==> src/rtl/rmt_checkpoint_ctrl.sv <==
// rmt_checkpoint_ctrl
//
// Branch checkpoint controller for the rename stage. Hands out checkpoint
// slots (a circular buffer of NUM_CKPT entries) to branches as they are
// renamed. It stores the post-branch mapping snapshot for each slot and frees
// slots in order as branches resolve correctly. On a mispredict it discards the
// wrong-path slots. It then drives a one-cycle recall of the saved snapshot
// back into the mapping table.
//
// Optional feature: define RMT_CKPT_STATS_EN to build the stall/recall
// statistics counters. Without it both stat outputs are tied to zero.
//
// Ports:
//   clk, reset          clock, synchronous active-low reset
//   ext_stall           rename stall, blocks allocation
//   ckpt_req/ckpt_slot  checkpoint request and the lane holding the branch
//   rmt_snapshot        mapping produced by the table for the new checkpoint
//   if_checkpoint       lane select to the mapping table (one-hot or zero)
//   ckpt_ack/ckpt_tag   allocation grant and the tag handed to the branch
//   ckpt_stall          rename must hold this cycle
//   resolve_*           branch resolution (tag, mispredict flag)
//   if_recall/flush_out recall strobe and wrong-path flush (registered)
//   recalled_rmt        snapshot being restored, zero outside a recall
//   stat_*_cnt          optional statistics counters
module rmt_checkpoint_ctrl #(
    parameter int NUM_CKPT = 4,
    parameter int TAG_W    = $clog2(NUM_CKPT),
    parameter int PREG_W   = 6
) (
    input  logic                   clk,
    input  logic                   reset,
    input  logic                   ext_stall,
    input  logic                   ckpt_req,
    input  logic                   ckpt_slot,
    input  logic [PREG_W*32-1:0]   rmt_snapshot,
    output logic [1:0]             if_checkpoint,
    output logic                   ckpt_ack,
    output logic [TAG_W-1:0]       ckpt_tag,
    output logic                   ckpt_stall,
    input  logic                   resolve_valid,
    input  logic [TAG_W-1:0]       resolve_tag,
    input  logic                   resolve_mispredict,
    output logic                   if_recall,
    output logic [PREG_W*32-1:0]   recalled_rmt,
    output logic                   flush_out,
    output logic [31:0]            stat_stall_cnt,
    output logic [31:0]            stat_recall_cnt
);

    typedef enum logic {IDLE, RECALL} state_t;

    localparam logic [TAG_W:0]   FULL_CNT = NUM_CKPT;
    localparam logic [TAG_W:0]   CNT_ONE  = 1;
    localparam logic [TAG_W-1:0] TAG_ONE  = 1;

    state_t                 state;
    logic [TAG_W-1:0]       head;
    logic [TAG_W-1:0]       tail;
    logic [TAG_W:0]         count;
    logic [NUM_CKPT-1:0]    valid;
    logic [NUM_CKPT-1:0]    resolved;
    logic [NUM_CKPT-1:0]    valid_next;
    logic [NUM_CKPT-1:0]    resolved_next;
    logic [PREG_W*32-1:0]   snap [NUM_CKPT];

    logic mispredict;
    logic correct;
    logic retire;

    assign mispredict = resolve_valid && resolve_mispredict && valid[resolve_tag];
    assign correct    = resolve_valid && !resolve_mispredict && valid[resolve_tag];

    // A mispredict on the head slot wipes the whole buffer, so the head must
    // not also retire that cycle or head and tail would disagree on empty.
    assign retire = valid[head] && resolved[head] && !(mispredict && resolve_tag == head);

    // Full check uses the registered count, so a same-cycle retire does not
    // free a slot for this cycle's request. Gated by reset so every output
    // reads zero while reset is held.
    always_comb begin
        ckpt_ack = reset && ckpt_req && (count < FULL_CNT) && !ext_stall &&
                   (state == IDLE) && !mispredict;
        if_checkpoint = 2'b00;
        if (ckpt_ack) begin
            if_checkpoint[ckpt_slot] = 1'b1;
        end
        ckpt_tag   = ckpt_ack ? tail : '0;
        ckpt_stall = reset && ((ckpt_req && !ckpt_ack) || (state == RECALL));
    end

    // Slots younger than or equal to the mispredicted one are found by their
    // distance from head, which also handles the full case (head == tail).
    always_comb begin
        valid_next    = valid;
        resolved_next = resolved;
        if (correct) begin
            resolved_next[resolve_tag] = 1'b1;
        end
        if (retire) begin
            valid_next[head] = 1'b0;
        end
        if (ckpt_ack) begin
            valid_next[tail]    = 1'b1;
            resolved_next[tail] = 1'b0;
        end
        if (mispredict) begin
            for (int i = 0; i < NUM_CKPT; i++) begin
                if (valid[i] && ((TAG_W'(i) - head) >= (resolve_tag - head))) begin
                    valid_next[i] = 1'b0;
                end
            end
        end
    end

    // Snapshot storage needs no reset; a slot is only read once written.
    always_ff @(posedge clk) begin
        if (ckpt_ack) begin
            snap[tail] <= rmt_snapshot;
        end
    end

    always_ff @(posedge clk) begin
        if (!reset) begin
            state        <= IDLE;
            head         <= '0;
            tail         <= '0;
            count        <= '0;
            valid        <= '0;
            resolved     <= '0;
            if_recall    <= 1'b0;
            flush_out    <= 1'b0;
            recalled_rmt <= '0;
        end else begin
            valid    <= valid_next;
            resolved <= resolved_next;
            if (retire) begin
                head <= head + TAG_ONE;
            end
            if (mispredict) begin
                // Also taken from RECALL: a new mispredict retargets the recall.
                state        <= RECALL;
                tail         <= resolve_tag;
                count        <= {1'b0, resolve_tag - head} - (retire ? CNT_ONE : '0);
                if_recall    <= 1'b1;
                flush_out    <= 1'b1;
                recalled_rmt <= snap[resolve_tag];
            end else begin
                state        <= IDLE;
                if_recall    <= 1'b0;
                flush_out    <= 1'b0;
                recalled_rmt <= '0;
                if (ckpt_ack) begin
                    tail <= tail + TAG_ONE;
                end
                case ({ckpt_ack, retire})
                    2'b10:   count <= count + CNT_ONE;
                    2'b01:   count <= count - CNT_ONE;
                    default: count <= count;
                endcase
            end
        end
    end

`ifdef RMT_CKPT_STATS_EN
    always_ff @(posedge clk) begin
        if (!reset) begin
            stat_stall_cnt  <= '0;
            stat_recall_cnt <= '0;
        end else begin
            if (ckpt_req && (count == FULL_CNT) && !ext_stall) begin
                stat_stall_cnt <= stat_stall_cnt + 32'd1;
            end
            if (state == RECALL) begin
                stat_recall_cnt <= stat_recall_cnt + 32'd1;
            end
        end
    end
`else
    assign stat_stall_cnt  = '0;
    assign stat_recall_cnt = '0;
`endif

endmodule

==> config.mk <==
export PLATFORM = sky130hd
export DESIGN_NAME = rmt_checkpoint_ctrl
export DESIGN_NICKNAME = d
export VERILOG_FILES = /design/src/rtl/rmt_checkpoint_ctrl.sv
export SDC_FILE = /design/constraint.sdc
export NUM_CORES = 1
export LEC_CHECK = 0
export ABC_AREA = 0
export ABC_CLOCK_PERIOD_IN_PS = 14070
export CAP_MARGIN = 10
export CORE_UTILIZATION = 45
export CTS_CLUSTER_SIZE = 10
export DETAILED_ROUTE_END_ITERATION = 7
export GPL_ROUTABILITY_DRIVEN = 0
export PLACE_DENSITY = 0.77
export SKIP_LAST_GASP = 1
export SLEW_MARGIN = 20
export SYNTH_ARGS = -nofsm -noshare
export SYNTH_HDL_FRONTEND = slang
export SYNTH_SLANG_ARGS = --single-unit
==> constraint.sdc <==
create_clock -name clk -period 14.07 [get_ports clk]
set_input_delay 1.407 -clock clk [delete_from_list [all_inputs] [get_ports clk]]
set_output_delay 1.407 -clock clk [all_outputs]
set_load 0.02 [all_outputs]
==> impl_metrics.tcl, run 1 <==
set metrics [dict create \
    outcome "complete, no violations" \
    ios 465 \
    syn_to_final_growth_pct 23.3 \
    max_cap_viol_count 0 \
    die_h_um 279 \
    place_inst 2989 \
    worstSetupEndpointType "flop" \
    clockRootBuffer "clkbuf_16" \
    worst-setup-path-type "in2reg" \
    htreeDepth 3 \
    synth_cell_types 40 \
    hold_path_depth 2 \
    ir_worst_vdd_mv 0.103 \
    layoutNonFillerInstCount 3196 \
    fin_crit_ps 5510 \
    synth_area_per_cell_um2 21.1 \
    cp_max_fo 85 \
    hold_path.class "reg2reg" \
    path_clk_slew_ps 50 \
    cts_hold_buffers 0 \
    drive_above_1_share_pct 15.9 \
    die-area_um2 77800 \
    cts_buffer_depth 3 \
    port_buffers 400 \
    synth-simple-area-share_pct 4.24 \
    fin_crit_sh_pct 39.2 \
    core_area_um2 75900 \
    drt_iter0_markers 1298 \
    max_slew.worst_pin.slew_ps 1190 \
    grt_pass1_wl_mm 110 \
    synth_top_family_by_area "multiplexers" \
    netlist_area_um2 34500 \
    final_area_um2 42600 \
    rr_worst_depth 8 \
    fill_cells 5602 \
    synth_mux_area_share_pct 12.8 \
    overflow 0 \
    ant_nets 0 \
    netlist_instances 1634 \
    rsz0062_at_grt "false" \
    hold_viol 0 \
    start_kind "input port" \
    vias 16900 \
    grt_use_total_pct 18.8 \
    synth_ff_type "edfxtp_1" \
    power_density_nw_per_um2 139 \
    power_w 0.00591 \
    slew_viol_final 0 \
    post_cts_buffers 0 \
    ys_seq_area_share_pct 78.9 \
    wl_per_cell_um 22.9 \
    start_util_pct 45.5 \
    synthArstFlopShare_pct 0 \
    rows 101 \
    leakage_nw 14.7 \
    worst_skew_pair.late_latency_ps 660 \
    crit_arrival_ps 5780 \
    ys_ff_latch 976 \
    grt_max_degree 137 \
    relSlewSlack_pct 20.5 \
    fin_setup_tns_ps 0 \
    placed_cell_area_um2 39400 \
    firstDrtPassIters 5 \
    synth_xor_area_share_pct 0.178 \
    setup_viol 0 \
    cts_buffers 108 \
    cts.sinks 976 \
    viasPerCell 5.28 \
    grt_pass1_vias 17500 \
    drt-total-wl_mm 73.3 \
    fin_nets 2288 \
    synth_edf_count 768 \
    cts_tree "done" \
    hpwl_mm 42.5 \
    cp.required_ps 14340 \
    ys_warn_count 0 \
    antenna_found_initial 18 \
    ctsResizeCount 0 \
    fmax_mhz 181 \
    synth_compound_area_share_pct 0.620 \
    yosys.area_share.adder_pct 0.652 \
    hold_slack_ps 526 \
    drc 0 \
    finClkSkew_ps 29.9 \
    die_w_um 279 \
]
[synth_stat cells, types with 2 or more instances]
master	number	area (um^2)
nor4b_1	2	17.5
nand3_1	5	25.0
and3_1	197	1230
buf_2	30	150
a21boi_0	3	22.5
clkbuf_1	60	225
dfxtp_1	208	4160
o221a_2	3	33.8
o21ai_0	4	20.0
nor2_1	5	18.8
ha_1	18	225
xor2_1	3	26.3
and2_1	3	18.8
nor3_1	2	10.0
buf_4	65	488
xnor2_1	4	35.0
buf_6	2	22.5
nand2_1	16	60.1
edfxtp_1	768	23100
a21oi_1	9	45.0
mux4_2	194	4370
nor2b_1	2	12.5
inv_1	9	33.8
mux2i_1	4	40.0
nor3b_1	3	22.5
[through the flow]
step	util (%)	setup slack (ps)
2_1_floorplan	-	6420
3_3_place_gp	51.8	7920
5_1_grt	56.0	8250
6_report	56.0	8560
4_1_cts	56.0	8630
3_5_place_dp	51.8	7930
[placed cells by master, fill, tap and decap left out, types with 2 or more instances in the layout]
cell / synthesis / layout
mux2i_1: 4 / 4
nor3b_1: 3 / 3
conb_1: 1 / 64
buf_4: 65 / 18
clkdlybuf4s50_1: 0 / 397
clkbuf_8: 0 / 2
diode_2: 0 / 6
edfxtp_1: 768 / 768
xor2_1: 3 / 3
clkinv_16: 0 / 2
nor2_1: 5 / 5
nor4b_1: 2 / 2
o221a_2: 3 / 3
clkbuf_1: 60 / 84
mux4_2: 194 / 194
nor3_1: 2 / 2
nand3_1: 5 / 5
nand2_1: 16 / 16
clkbuf_16: 0 / 109
a21oi_1: 9 / 9
nor2b_1: 2 / 2
xnor2_1: 4 / 4
ha_1: 18 / 18
and2_1: 3 / 3
a21boi_0: 3 / 3
and3_4: 0 / 3
dfxtp_1: 208 / 208
o21ai_0: 4 / 4
inv_1: 9 / 8
and3_1: 197 / 194
[final timing paths]
check | slack (ps) | startpoint | to
worst max register to register | 9570 | valid[3] | snap[3][131]
worst min register to register | 530 | resolved[1] | resolved[1]
worst max-delay path | 8560 | resolve_tag[1] | snap[3][131]
worst min-delay path | 530 | resolved[1] | resolved[1]
[cell type report]
cell class | count | area (um^2) | area share, %
multi-input cells | 555 | 6630 | 15.6
clock inverters | 7 | 139 | 0.326
clock buffers | 194 | 3060 | 7.18
diodes | 6 | 15.0 | 0.0353
flip-flops and latches | 976 | 27200 | 64.0
repair buffers | 419 | 4170 | 9.79
inverters | 9 | 41.3 | 0.0970
well taps | 1030 | 1290 | 3.03
[power by group]
part	switching, W	internal, W
clock	0.00106	0.00148
sequential	0.00000658	0.00314
combinational	0.000120	0.000114
total	0.00118	0.00473
[critical path: stages]
cell and delay (ps):
clkbuf_8 630, mux4_2 460, nand3_1 350, nand2_1 250, inv_1 150, nand2_1 170, inv_8 530, buf_4 740
buf_4 860
[registers in the layout, indices dropped and copies added (netlist names)]
register      flops
count             3
head              2
recalled_rmt    192
resolved          4
snap            768
state             1
tail              2
valid             4
[metal layers]
metal  up-vias  part of all wire [%]  global-route usage [%]
met1      8765                    40                    24.7
met2       624                    50                    30.7
met3       136                   6.7                    4.30
met5         -                  0.14                       0
met4        16                   2.4                    6.82
li1       7329                     -                       -
[cells by family after synthesis]
| group | Yosys count |
|---|---|
| mux | 198 |
| simple gates | 240 |
| compound gates | 28 |
| flops | 976 |
| fa+ha+maj | 18 |
| xor+xnor | 7 |
| other cells | 1 |
| buf+inv | 166 |
Note: power is estimated with default switching activity, not from simulation.
==> run 2, diff against run 1 <==
ABC_CLOCK_PERIOD_IN_PS = 5740   (was 14070)
clock period = 5.74 ns   (was 14.07 ns; I/O delays follow)
==> impl_metrics.tcl, run 2 (synthesis results as in run 1) <==
set metrics [dict create \
    outcome "complete, no violations" \
    hold_path.class "in2reg" \
    fin_crit_sh_pct 63.5 \
    clockRootBuffer "clkbuf_16" \
    cts_buffer_depth 3 \
    htreeDepth 3 \
    vias 16900 \
    max_cap_viol_count 0 \
    power_density_nw_per_um2 339 \
    rows 101 \
    fin_setup_tns_ps 0 \
    cts_hold_buffers 0 \
    fin_nets 2303 \
    top_register "snap" \
    overflow 0 \
    wl_per_cell_um 23.0 \
    viasPerCell 5.25 \
    worstSetupEndpointType "output pin" \
    largest_reg_flops 768 \
    leakage_nw 14.8 \
    hold_slack_ps 344 \
    grt_pass1_vias 17700 \
    fill_cells 5533 \
    critPathMaxStageDelay_ps 620 \
    path_clk_slew_ps 60 \
    port_buffers 400 \
    final_common_cell "edfxtp_1" \
    final_cell_mix "edfxtp_1, clkdlybuf4s50_1, dfxtp_1" \
    cpMaxStageDelayCell "mux4_2" \
    ir_worst_vdd_mv 0.266 \
    start_util_pct 45.5 \
    place_inst 3003 \
    start_kind "input port" \
    power_w 0.0145 \
    grt_max_degree 201 \
    worst_skew_pair.late_latency_ps 650 \
    ios 465 \
    worst-setup-path-type "in2out" \
    fin_crit_ps 3640 \
    cp_max_fo 54 \
    drt-total-wl_mm 74.0 \
    cts_tree "done" \
    ant_nets 0 \
    syn_to_final_growth_pct 24.0 \
    setup_viol 0 \
    hpwl_mm 43.2 \
    die-area_um2 77800 \
    relSlewSlack_pct 32.1 \
    antenna_found_initial 21 \
    core_area_um2 75900 \
    die_w_um 279 \
    cts_buffers 109 \
    cp.required_ps 5170 \
    post_cts_buffers 0 \
    grt_use_total_pct 18.9 \
    finClkSkew_ps 27.6 \
    drive_above_1_share_pct 16.6 \
    reg_top3 "snap (768), recalled_rmt (192)" \
    max_slew.worst_pin.slew_ps 1020 \
    worstPathCellList "buf_8 > mux4_2 > nand3_1 > nand2_1 > a21oi_1 > nor2b_1 > clkdlybuf4s50_1" \
    fmax_mhz 275 \
    rsz0062_at_grt "false" \
    die_h_um 279 \
    cts.sinks 976 \
    hold_viol 0 \
    drt_iter0_markers 1094 \
    grt_pass1_wl_mm 110 \
    crit_arrival_ps 3070 \
    layoutNonFillerInstCount 3219 \
    ctsResizeCount 0 \
    firstDrtPassIters 5 \
    drc 0 \
    slew_viol_final 0 \
    utilization_pct 56.4 \
]
==> run 2: cell types whose count changed in the layout (fill, tap and decap cells not counted), moves of 2 or more <==
cell	delta
diode_2	+8
clkbuf_1	-3
buf_12	+8
clkinv_2	+2
buf_4	+6
inv_6	+2
==> run 2: final cells by class <==
type,instances,area [um^2],share of cell area (%)
tap,1030,1290,3.01
multi-input combinational,555,6630,15.5
clock inverter,11,153,0.357
timing repair buffer,433,4370,10.2
clock buffer,191,3060,7.14
inverter,9,37.5,0.0877
sequential,976,27200,63.6
antenna,14,35.0,0.0819
==> run 2: worst max-delay path, delay by kind of cell <==
family                 cells  cell delay (ps)
AO/OA/AOI/OAI              1              200
multiplexers               1              620
AND/OR/NAND/NOR            3              640
buffers and inverters      2              980
==> run 2: path summary, 6_finish.rpt <==
kind | from | endpoint | slack [ps] | cells after the start
min reg2reg | resolved[0] | resolved[0] | 520 | 2
min | reset | count[1] | 340 | 3
max | resolve_tag[0] | ckpt_stall | 2100 | 7
max reg2reg | valid[2] | snap[3][136] | 2470 | 7
==> run 2: per-layer routing <==
| layer | part of all wire (%) | up-vias | global-route usage, % |
|---|---|---|---|
| li1 | - | 7363 | - |
| met1 | 39 | 8781 | 23.3 |
| met2 | 51 | 612 | 31.0 |
| met3 | 7.2 | 143 | 5.39 |
| met4 | 3.0 | 16 | 8.62 |
| met5 | 0.14 | - | 0 |
==> run 2: where the power goes <==
group,switching (W),leakage (nW),internal [W]
sequential,0.0000165,8.61,0.00769
clock,0.00261,1.52,0.00363
combinational,0.000295,4.64,0.000282
total,0.00292,14.8,0.0116
==> run 2: stage by stage <==
step / worst slack (ps) / instance area (um^2)
after floorplan: 937 / 34800
after global placement: 1610 / 39600
after detailed placement: 1560 / 39600
after CTS: 2080 / 42800
after global routing: 1870 / 42800
final: 2100 / 42800
